`config.mk`:
```
export PLATFORM = sky130hd
export DESIGN_NAME = sa_autosa_rdma_grp_regfile_flat
export DESIGN_NICKNAME = d
export VERILOG_FILES = /design/src/rtl/sa_autosa_rdma_grp_regfile_if.sv /design/src/rtl/sa_autosa_rdma_grp_regfile.sv /design/src/flat_wrapper.sv
export SDC_FILE = /design/constraint.sdc
export NUM_CORES = 1
export LEC_CHECK = 0
export CAP_MARGIN = 20
export CORE_ASPECT_RATIO = 0.8
export CORE_UTILIZATION = 49
export CTS_BUF_LIST = sky130_fd_sc_hd__clkbuf_2
export DETAILED_ROUTE_END_ITERATION = 10
export GPL_ROUTABILITY_DRIVEN = 0
export PLACE_DENSITY_LB_ADDON = 0.3
export REMOVE_ABC_BUFFERS = 1
export SLEW_MARGIN = 10
export SYNTH_ARGS = -nofsm -noshare
export SYNTH_HDL_FRONTEND = slang
export SYNTH_SLANG_ARGS = --single-unit
```
`constraint.sdc`:
```
create_clock -name autosa_core_clk -period 3.8 [get_ports autosa_core_clk]
set_clock_uncertainty 0.15 [all_clocks]
set_input_delay 0.76 -clock autosa_core_clk [delete_from_list [all_inputs] [get_ports autosa_core_clk]]
set_output_delay 0.76 -clock autosa_core_clk [all_outputs]
set_load 0.01 [all_outputs]
```
`src/rtl/sa_autosa_rdma_grp_regfile_if.sv`:
```
// CSB register bus between the host register interface and the RDMA group
// register file: one write per cycle, zero-latency combinational read data.
interface sa_autosa_rdma_grp_regfile_if;
    logic [11:0] reg_offset;
    logic [31:0] reg_wr_data;
    logic        reg_wr_en;
    logic [31:0] reg_rd_data;

    modport master (
        output reg_offset,
        output reg_wr_data,
        output reg_wr_en,
        input  reg_rd_data
    );

    modport slave (
        input  reg_offset,
        input  reg_wr_data,
        input  reg_wr_en,
        output reg_rd_data
    );
endinterface

```
`src/rtl/sa_autosa_rdma_grp_regfile.sv`:
```
// RDMA ping-pong configuration register groups.
// Software programs the group selected by "producer" and arms it through
// OP_ENABLE; the read engine executes the group selected by "consumer" and
// retires it with op_done. Each group walks IDLE -> ARMED -> RUNNING -> IDLE.
// Illegal requests are dropped and raise a sticky err flag.
module sa_autosa_rdma_grp_regfile #(
    parameter int          NUM_GRP    = 2,
    parameter int          NUM_CFG    = 4,
    parameter logic [11:0] GRP_BASE   = 12'h100,
    parameter logic [11:0] GRP_STRIDE = 12'h040,
    parameter bit          AUTO_PROD  = 1'b1,
    localparam int         PTR_W      = (NUM_GRP > 1) ? $clog2(NUM_GRP) : 1
) (
    input  logic                         autosa_core_clk,
    input  logic                         autosa_core_rstn,
    sa_autosa_rdma_grp_regfile_if.slave  csb,
    output logic [PTR_W-1:0]             producer,
    input  logic [PTR_W-1:0]             consumer,
    input  logic                         op_done,
    output logic [NUM_GRP-1:0]           op_en,
    output logic [32*NUM_CFG-1:0]        cfg_active,
    output logic                         err
);

    localparam logic [11:0] ADDR_STATUS  = 12'h000;
    localparam logic [11:0] ADDR_POINTER = 12'h004;
    localparam logic [11:0] ADDR_ERR_CLR = 12'h008;

    typedef enum logic [1:0] {
        ST_IDLE  = 2'd0,
        ST_ARMED = 2'd1,
        ST_RUN   = 2'd2
    } grp_state_t;

    // Byte offset of slot "slot" inside group "g": slot 0 is OP_ENABLE,
    // slot k+1 is CFG word k.
    function automatic logic [11:0] grp_addr(input int g, input int slot);
        return GRP_BASE + 12'(g) * GRP_STRIDE + 12'(4 * slot);
    endfunction

    grp_state_t                          state [NUM_GRP];
    logic [NUM_GRP-1:0][NUM_CFG-1:0][31:0] cfg_mem;

    logic                                wr_bit;
    logic                                ptr_wr;
    logic                                ptr_ok;
    logic                                clr_wr;
    logic [NUM_GRP-1:0]                  en_wr;
    logic [NUM_GRP-1:0][NUM_CFG-1:0]     cfg_wr;
    logic [NUM_GRP-1:0]                  arm_ok;
    logic                                cons_run;
    logic                                adv;
    logic                                err_set;
    logic [PTR_W-1:0]                    prod_inc;

    assign wr_bit = csb.reg_wr_data[0];
    // The whole low half-word is the requested producer value, so an
    // out-of-range write is caught even when its low PTR_W bits look legal.
    assign ptr_ok = (csb.reg_wr_data[15:0] < 16'(NUM_GRP));
    assign prod_inc = (int'(producer) == NUM_GRP - 1) ? '0 : producer + PTR_W'(1);

    // Address decode of the single write strobe into per-register write hits.
    always_comb begin
        ptr_wr = csb.reg_wr_en && (csb.reg_offset == ADDR_POINTER);
        clr_wr = csb.reg_wr_en && (csb.reg_offset == ADDR_ERR_CLR);
        en_wr  = '0;
        cfg_wr = '0;
        for (int g = 0; g < NUM_GRP; g++) begin
            en_wr[g] = csb.reg_wr_en && (csb.reg_offset == grp_addr(g, 0));
            for (int k = 0; k < NUM_CFG; k++) begin
                cfg_wr[g][k] = csb.reg_wr_en && (csb.reg_offset == grp_addr(g, k + 1));
            end
        end
    end

    // Legality of this cycle's requests, judged against the pre-cycle state.
    always_comb begin
        arm_ok   = '0;
        err_set  = 1'b0;
        cons_run = 1'b0;
        adv      = 1'b0;
        for (int g = 0; g < NUM_GRP; g++) begin
            arm_ok[g] = en_wr[g] && wr_bit && (state[g] == ST_IDLE);
            if (en_wr[g] && wr_bit && (state[g] != ST_IDLE)) begin
                err_set = 1'b1;
            end
            if (en_wr[g] && !wr_bit && (state[g] == ST_RUN)) begin
                err_set = 1'b1;
            end
            if ((|cfg_wr[g]) && (state[g] != ST_IDLE)) begin
                err_set = 1'b1;
            end
            if ((consumer == PTR_W'(g)) && (state[g] == ST_RUN)) begin
                cons_run = 1'b1;
            end
            if (AUTO_PROD && (producer == PTR_W'(g)) && arm_ok[g]) begin
                adv = 1'b1;
            end
        end
        if (ptr_wr && !ptr_ok) begin
            err_set = 1'b1;
        end
        if (op_done && !cons_run) begin
            err_set = 1'b1;
        end
    end

    // Per-group lifecycle; op_en is registered alongside the state it mirrors.
    always_ff @(posedge autosa_core_clk or negedge autosa_core_rstn) begin
        if (!autosa_core_rstn) begin
            for (int g = 0; g < NUM_GRP; g++) begin
                state[g] <= ST_IDLE;
            end
            op_en <= '0;
        end else begin
            for (int g = 0; g < NUM_GRP; g++) begin
                case (state[g])
                    ST_IDLE: begin
                        if (arm_ok[g]) begin
                            state[g] <= ST_ARMED;
                            op_en[g] <= 1'b1;
                        end
                    end
                    ST_ARMED: begin
                        // A cancel is honoured even if the engine reaches
                        // this group in the same cycle.
                        if (en_wr[g] && !wr_bit) begin
                            state[g] <= ST_IDLE;
                            op_en[g] <= 1'b0;
                        end else if (consumer == PTR_W'(g)) begin
                            state[g] <= ST_RUN;
                        end
                    end
                    ST_RUN: begin
                        if (op_done && (consumer == PTR_W'(g))) begin
                            state[g] <= ST_IDLE;
                            op_en[g] <= 1'b0;
                        end
                    end
                    default: begin
                        state[g] <= ST_IDLE;
                        op_en[g] <= 1'b0;
                    end
                endcase
            end
        end
    end

    // Config word storage; only an IDLE group accepts new words.
    always_ff @(posedge autosa_core_clk or negedge autosa_core_rstn) begin
        if (!autosa_core_rstn) begin
            cfg_mem <= '0;
        end else begin
            for (int g = 0; g < NUM_GRP; g++) begin
                for (int k = 0; k < NUM_CFG; k++) begin
                    if (cfg_wr[g][k] && (state[g] == ST_IDLE)) begin
                        cfg_mem[g][k] <= csb.reg_wr_data;
                    end
                end
            end
        end
    end

    // Producer pointer: an explicit legal write beats auto-advance.
    always_ff @(posedge autosa_core_clk or negedge autosa_core_rstn) begin
        if (!autosa_core_rstn) begin
            producer <= '0;
        end else if (ptr_wr && ptr_ok) begin
            producer <= csb.reg_wr_data[PTR_W-1:0];
        end else if (adv) begin
            producer <= prod_inc;
        end
    end

    // Sticky error flag; a new error in the clearing cycle keeps it set.
    always_ff @(posedge autosa_core_clk or negedge autosa_core_rstn) begin
        if (!autosa_core_rstn) begin
            err <= 1'b0;
        end else if (err_set) begin
            err <= 1'b1;
        end else if (clr_wr && wr_bit) begin
            err <= 1'b0;
        end
    end

    // Config words of the group the engine is on; no group selects zeros.
    always_comb begin
        cfg_active = '0;
        for (int g = 0; g < NUM_GRP; g++) begin
            if (consumer == PTR_W'(g)) begin
                cfg_active = cfg_mem[g];
            end
        end
    end

    // Zero-latency register read mux; unmapped offsets read as zero.
    always_comb begin
        csb.reg_rd_data = '0;
        if (csb.reg_offset == ADDR_STATUS) begin
            for (int g = 0; g < NUM_GRP; g++) begin
                csb.reg_rd_data[2*g +: 2] = state[g];
            end
            csb.reg_rd_data[31] = err;
        end else if (csb.reg_offset == ADDR_POINTER) begin
            csb.reg_rd_data[PTR_W-1:0]  = producer;
            csb.reg_rd_data[16 +: PTR_W] = consumer;
        end else begin
            for (int g = 0; g < NUM_GRP; g++) begin
                if (csb.reg_offset == grp_addr(g, 0)) begin
                    csb.reg_rd_data[0] = (state[g] != ST_IDLE);
                end
                for (int k = 0; k < NUM_CFG; k++) begin
                    if (csb.reg_offset == grp_addr(g, k + 1)) begin
                        csb.reg_rd_data = cfg_mem[g][k];
                    end
                end
            end
        end
    end

endmodule

```
`src/flat_wrapper.sv`:
```
// flat-port wrapper written by rule: the top's interface ports become plain ports
module sa_autosa_rdma_grp_regfile_flat 
#(
    parameter int          NUM_GRP    = 2,
    parameter int          NUM_CFG    = 4,
    parameter logic [11:0] GRP_BASE   = 12'h100,
    parameter logic [11:0] GRP_STRIDE = 12'h040,
    parameter bit          AUTO_PROD  = 1'b1,
    localparam int         PTR_W      = (NUM_GRP > 1) ? $clog2(NUM_GRP) : 1
)
  (autosa_core_clk, autosa_core_rstn, producer, consumer, op_done, op_en, cfg_active, err, csb_reg_offset, csb_reg_wr_data, csb_reg_wr_en, csb_reg_rd_data);
  sa_autosa_rdma_grp_regfile_if csb_i ();
  input  logic autosa_core_clk;
  input  logic autosa_core_rstn;
  output logic [PTR_W-1:0] producer;
  input  logic [PTR_W-1:0] consumer;
  input  logic op_done;
  output logic [NUM_GRP-1:0] op_en;
  output logic [32*NUM_CFG-1:0] cfg_active;
  output logic err;
  input wire logic [$bits(csb_i.reg_offset)-1:0] csb_reg_offset;
  input wire logic [$bits(csb_i.reg_wr_data)-1:0] csb_reg_wr_data;
  input wire logic [$bits(csb_i.reg_wr_en)-1:0] csb_reg_wr_en;
  output wire logic [$bits(csb_i.reg_rd_data)-1:0] csb_reg_rd_data;
  assign csb_i.reg_offset = csb_reg_offset;
  assign csb_i.reg_wr_data = csb_reg_wr_data;
  assign csb_i.reg_wr_en = csb_reg_wr_en;
  assign csb_reg_rd_data = csb_i.reg_rd_data;
  sa_autosa_rdma_grp_regfile #(.NUM_GRP(NUM_GRP), .NUM_CFG(NUM_CFG), .GRP_BASE(GRP_BASE), .GRP_STRIDE(GRP_STRIDE), .AUTO_PROD(AUTO_PROD)) u_core (.autosa_core_clk(autosa_core_clk), .autosa_core_rstn(autosa_core_rstn), .csb(csb_i), .producer(producer), .consumer(consumer), .op_done(op_done), .op_en(op_en), .cfg_active(cfg_active), .err(err));
endmodule
```
==> metrics, run 1 <==
CTS sink cnt 264; synthesized flop and latch total 264; GRT Total Usage 0.319; effective utilization at floorplan 0.498; # nets final 1,534; setup_tns 0 ns; met1 Use GR 0.450; fin area 0.0186 mm^2; Period minus WS final 3.75 ns; port bufs 212; vias in the first global route 11,900; PwrDens 275 mW/mm^2; ys flop type dfrtp_1; global route total overflow 0; Netlist cell types 67; outcome finished clean; placed cell count around 1,800; GRT busiest layer met2; CTS tree built; Critical Path AT 2.84 ns; Max Slew Vio Count 0; met2 Use GR 0.480; Register-to-Register Setup Slack 1.61 ns; DIE AREA 0.0294 mm^2; post-layout util 0.659; hold crit path type in2async; Placement Setup Slack -0.661 ns; Post-DP HPWL between 30,000 and 40,000 um; Via density 6.10; number of I/O pins 213; FF-to-FF Start u_core.state[2]; Max-Cap Viols 0; Worst Setup End Kind primary output; Core Area 0.0282 mm^2; # fillers 2,183; first-pass iteration count of the detailed router 5; initial antenna violation count 1; Slew @ Worst Pin 0.731 ns; met3 Use GR 0.0753; Die H 153 um; FF-to-FF path depth 5; largest net degree at the start of global routing 90; Worst-Skew Late Latency 0.82 ns; Post-Synthesis Cells 1,132; first-pass GRT wire length 70,500 um; worst vdd ir around 160 uV; fin cells 1,904; die width 191 um; post-synthesis sequential area ratio 0.470; Iteration-0 DRC Markers 928; CP max FO 8; crit path launch csb_reg_offset[4]; Hold Fails Final Rpt 0; final setup margin between 0.05 and 0.06 ns; final setup fails 0; CTS H-Tree Depth 3; Post-synth EDFFs 0; Area Overhead vs Synth 32.3%; WL/cell 24.3 um; Final ANT Viol Nets 0; clk root buf clkbuf_2; leakage power 9.17 nW; max_slew headroom 0.508; DR vias 11,600; CP startpoint kind input port; worst r2r dst u_core.cfg_mem[37]; clock buffer depth 3; DR DRC count 0; Tcrit/Tclk final 0.986; DRT Wirelength about 46,000 um; fmax 267 MHz; CTS buffer count 69; overall power roughly 5.1 mW; ys async rst share 1.00; row count 55; Mapped Avg Cell Area around 12 um^2; critical path type in2out; Post-Syn Area 0.0141 mm^2; layout cells sized above 1 0.471; required time of the critical path 2.89 ns; final hold slack between 0.3 and 0.4 ns; clock slew at reported path FFs approximately 0.13 ns; Yosys warnings 0; worst setup path end csb_reg_rd_data[21]; area post-placement approximately 0.018 mm^2
## worst max-delay path, cell delays in order
cell and delay, ns:
buf_2 0.14, buf_4 0.15, nor4b_4 0.36, buf_4 0.18, nand4_1 0.17, buf_12 0.20, buf_4 0.14, buf_12 0.12
o22ai_2 0.14, nor2_1 0.06, o21a_1 0.11, dlygate4sd2_1 0.28
## flip-flops by register name, indices dropped and copies added, names as in the netlist
name	flops
u_core.err	1
u_core.op_en	2
u_core.cfg_mem	256
u_core.state	4
u_core.producer	1
## logic make-up (layout without fill, tap and decap cells)
logic type / Yosys count / in the layout / synth area share
simple gates: 164 / 164 / 0.0661
mux: 412 / 412 / 0.337
xor+xnor: 1 / 1 / 0.000623
flops: 264 / 264 / 0.470
other cells: 0 / 2 / 0
compound gates: 198 / 198 / 0.0964
buf+inv: 93 / 493 / 0.0304
## where the power goes
part / internal (mW) / switching (mW)
sequential: 2.82 / 0.00993
clock: 0.694 / 1.20
combinational: 0.159 / 0.231
total: 3.67 / 1.45
## per-layer routing
metal  routed length [um]  share of wire
met5                    0              0
met3                 4090          0.088
met1                20100           0.43
met4                 1280          0.028
met2                20800           0.45
## worst min path at each step
stage          slack [ns]                  end  cells after the start
2_1_floorplan        0.31    u_core.cfg_mem[0]                      0
5_1_grt              0.36  u_core.cfg_mem[200]                      2
4_1_cts              0.32   u_core.cfg_mem[72]                      2
3_5_place_dp         0.35    u_core.cfg_mem[4]                      1
3_3_place_gp         0.34    u_core.cfg_mem[7]                      1
6_report             0.36   u_core.cfg_mem[72]                      2
## area by class of cell
| type | instances | area, um^2 | share of cell area |
|---|---|---|---|
| Antenna cell | 2 | 5.00 | 0.000269 |
| Tap cell | 370 | 463 | 0.0249 |
| Clock buffer | 99 | 495 | 0.0266 |
| Inverter | 5 | 18.8 | 0.00101 |
| Timing Repair Buffer | 370 | 3600 | 0.194 |
| Clock inverter | 19 | 76.3 | 0.00410 |
| Sequential cell | 264 | 6610 | 0.355 |
| Multi-Input combinational cell | 775 | 7320 | 0.394 |
## cell usage after synthesis, types with 3 or more instances
cell type | n | area share
nand2_1 | 27 | 0.0072
a22oi_1 | 11 | 0.0059
a2bb2oi_1 | 10 | 0.0062
buf_6 | 5 | 0.0040
nor2b_1 | 3 | 0.0013
o21a_1 | 7 | 0.0037
mux2_4 | 30 | 0.032
nand3_1 | 13 | 0.0046
o22ai_1 | 31 | 0.014
o21ai_0 | 45 | 0.016
a211oi_1 | 17 | 0.0091
o221ai_1 | 5 | 0.0031
buf_2 | 32 | 0.011
nand4_1 | 9 | 0.0040
a21oi_1 | 23 | 0.0082
clkbuf_1 | 39 | 0.010
inv_1 | 5 | 0.0013
nor4_1 | 6 | 0.0027
o41ai_1 | 5 | 0.0031
a221o_1 | 18 | 0.013
buf_1 | 12 | 0.0032
mux2_2 | 348 | 0.28
and3_1 | 11 | 0.0049
nor3_1 | 13 | 0.0046
nor2_1 | 43 | 0.011
o211ai_1 | 4 | 0.0021
or3b_2 | 3 | 0.0019
dfrtp_1 | 264 | 0.47
nand2b_1 | 7 | 0.0031
mux2_1 | 7 | 0.0056
o21ai_1 | 5 | 0.0018
mux2i_1 | 26 | 0.019
## layout by cell type (no fill, tap or decap), drive strengths merged, types with 14 or more instances in the layout
cell type	instances
dfrtp	264
clkinv	15
nor3	16
buf	170
a221o	18
nand3	14
a21oi	23
o21ai	50
mux2i	26
clkbuf	103
a211oi	18
mux2	385
dlygate4sd2	20
nand2	28
clkdlybuf4s50	166
o22ai	31
nor2	44
## what timing repair did
action | CTS | global route
buffers inserted | 18 | 2
resized for setup | 134 | 20
pin swaps | 15 | 4
endpoints found under the setup margin | 32 | 23
gates cloned | 3 | 0
hold buffers | 1 | 0
endpoints found under the hold margin | 85 | 0
Power figures use the tool's default switching activity.
==> run 2: changes to the inputs <==
--- a/config.mk
+++ b/config.mk
@@ -7,13 +7,11 @@
 export LEC_CHECK = 0
 export CAP_MARGIN = 20
 export CORE_ASPECT_RATIO = 0.8
-export CORE_UTILIZATION = 49
+export CORE_UTILIZATION = 30
 export CTS_BUF_LIST = sky130_fd_sc_hd__clkbuf_2
 export DETAILED_ROUTE_END_ITERATION = 10
 export GPL_ROUTABILITY_DRIVEN = 0
 export PLACE_DENSITY_LB_ADDON = 0.3
-export REMOVE_ABC_BUFFERS = 1
-export SLEW_MARGIN = 10
 export SYNTH_ARGS = -nofsm -noshare
 export SYNTH_HDL_FRONTEND = slang
 export SYNTH_SLANG_ARGS = --single-unit
==> run 2 against run 1 <==
  * Utilization is 24 points lower
  * Via count is 1.3% lower
  * Combinational power is 2% higher
  * Largest power group unchanged
  * First-iteration DRC count is 7.2% lower
  * Routed wire length is 12% higher
  * Maximum frequency is 0.29% higher
  * Worst hold slack worse by 0.20 ns
  * Cell count is 14% higher
  * Non-clock buffer count is 13 higher
  * Die area is 63% higher
  * Critical path type unchanged
  * Sequential cell count stayed put
==> metrics, run 2 (synthesis results as in run 1) <==
Worst-Skew Late Latency 0.96 ns; PwrDens 287 mW/mm^2; Max-Cap Viols 0; first-pass iteration count of the detailed router 5; crit path launch csb_reg_offset[1]; Via density 5.26; max_slew headroom 0.599; row count 70; port bufs roughly 210; number of I/O pins roughly 210; CTS buffer count 75; FF-to-FF Start u_core.state[2]; hold crit path type in2async; WL/cell 23.8 um; Placement Setup Slack -0.854 ns; Hold Fails Final Rpt 0; Area Overhead vs Synth 36.5%; most common cell after layout, fill and taps aside mux2_2; # fillers about 4,400; Die H slightly below 200 um; clock slew at reported path FFs 0.09 ns; area of the multi-input gates approximately 0.0073 mm^2; DR DRC count 0; Final ANT Viol Nets 0; CTS H-Tree Depth 3; Worst Setup End Kind primary output; worst vdd ir ~150 uV; vias in the first global route 12,000; die width 244 um; # nets final 1,553; critical path type in2out; fmax 268 MHz; Slew @ Worst Pin 0.602 ns; outcome finished clean; Tcrit/Tclk final 0.983; Critical Path AT 2.82 ns; clock buffer depth 3; DR vias around 11,000; final hold slack about 0.16 ns; CTS tree built; clk root buf clkbuf_2; most frequent cells in the layout mux2_2 (348), dfrtp_1 (262), clkdlybuf4s50_1 (166); leakage power 9.26 nW; unrepaired setup endpoints after global routing yes; Core Area 0.0460 mm^2; Period minus WS final between 3 and 4 ns; final setup fails 0; Iteration-0 DRC Markers approximately 860; Largest regs u_core.cfg_mem (256), u_core.state (4), u_core.op_en (2); required time of the critical path just under 3 ns; CTS sink cnt 264; initial antenna violation count 3; CP max FO 6; Post-DP HPWL 34,400 um; layout cells sized above 1 0.494; final setup margin 0.0651 ns; max reg flops 256; first-pass GRT wire length 77,400 um; Most flops, register u_core.cfg_mem; Max Slew Vio Count 0; GRT Total Usage 0.218; DIE AREA 0.0477 mm^2; register area 0.00661 mm^2; largest net degree at the start of global routing 83; CP startpoint kind input port; effective utilization at floorplan 0.306; DRT Wirelength 51,900 um; global route total overflow 0; syn_nets 1,181
-- run 2: changes by cell type in the layout (fill, tap and decap cells not counted), moves of 5 or more --
| cell | change |
|---|---|
| clkbuf_2 | +17 |
| dlygate4sd2_1 | -12 |
| o21ai_0 | -6 |
| buf_6 | +8 |
| o21ai_1 | +5 |
| buf_2 | +6 |
-- run 2: layout make-up --
cell class              instances  area share
clock inverters                22     0.00848
inverters                       5    0.000978
well taps                     612      0.0399
multi-input cells             775       0.383
flip-flops and latches        264       0.344
clock buffers                 113      0.0295
diodes                          6    0.000782
repair buffers                383       0.193
-- run 2: worst max-delay path, cell delays in order --
cell and delay, ns:
dlygate4sd2_1 0.29, buf_4 0.18, nor4_4 0.30, buf_6 0.16, nand4_1 0.11, buf_4 0.16
buf_2 0.20, o21ai_0 0.20, nor2_1 0.06, o21a_1 0.11, dlygate4sd2_1 0.28
-- run 2: per-stage QoR --
step                      total power, mW   util  setup TNS [ns]  std cells  area, um^2
after floorplan                      3.01      -               0       1132       14100
after global placement               3.26  0.391          -21.07       2009       18000
after detailed placement             3.26  0.391          -20.62       2009       18000
after CTS                            5.60  0.415               0       2171       19100
after global routing                 5.78  0.417        -0.00489       2180       19200
final                                5.50  0.417               0       2180       19200
-- run 2: per-layer routing --
metal  vias up  wire (um)  global-route usage
met2       421      23400               0.333
met1      5860      24000               0.302
li1       5079          -                   -
met5         -          0                   0
met3        97       3060              0.0482
met4         0       1390              0.0748
-- run 2: final timing paths --
check | endpoint | slack (ns) | cells past startpoint
max in group asynchronous | u_core.state[3] | 2.37 | 3
hold / removal | u_core.cfg_mem[238] | 0.16 | 2
setup reg to reg | u_core.cfg_mem[50] | 1.33 | 6
setup / recovery | csb_reg_rd_data[20] | 0.07 | 11
hold reg to reg | u_core.cfg_mem[6] | 0.37 | 1
min in group autosa_core_clk | u_core.state[1] | 0.36 | 4
-- run 2: repair_timing --
item / 4_1_cts / 5_1_grt
hold endpoints to repair: 68 / 0
gates cloned: 1 / 0
pin swaps: 21 / 4
setup buffers: 27 / 3
resized for setup: 187 / 32
hold buffers: 1 / 0
setup endpoints to repair: 32 / 32
-- run 2: power breakdown --
part           leakage (nW)  switching, mW  internal, mW  total (mW)
logic                  5.06          0.237         0.159       0.396
registers              3.66        0.00935          2.82        2.83
clock network         0.544           1.34         0.940        2.28
total                  9.26           1.59          3.92        5.50
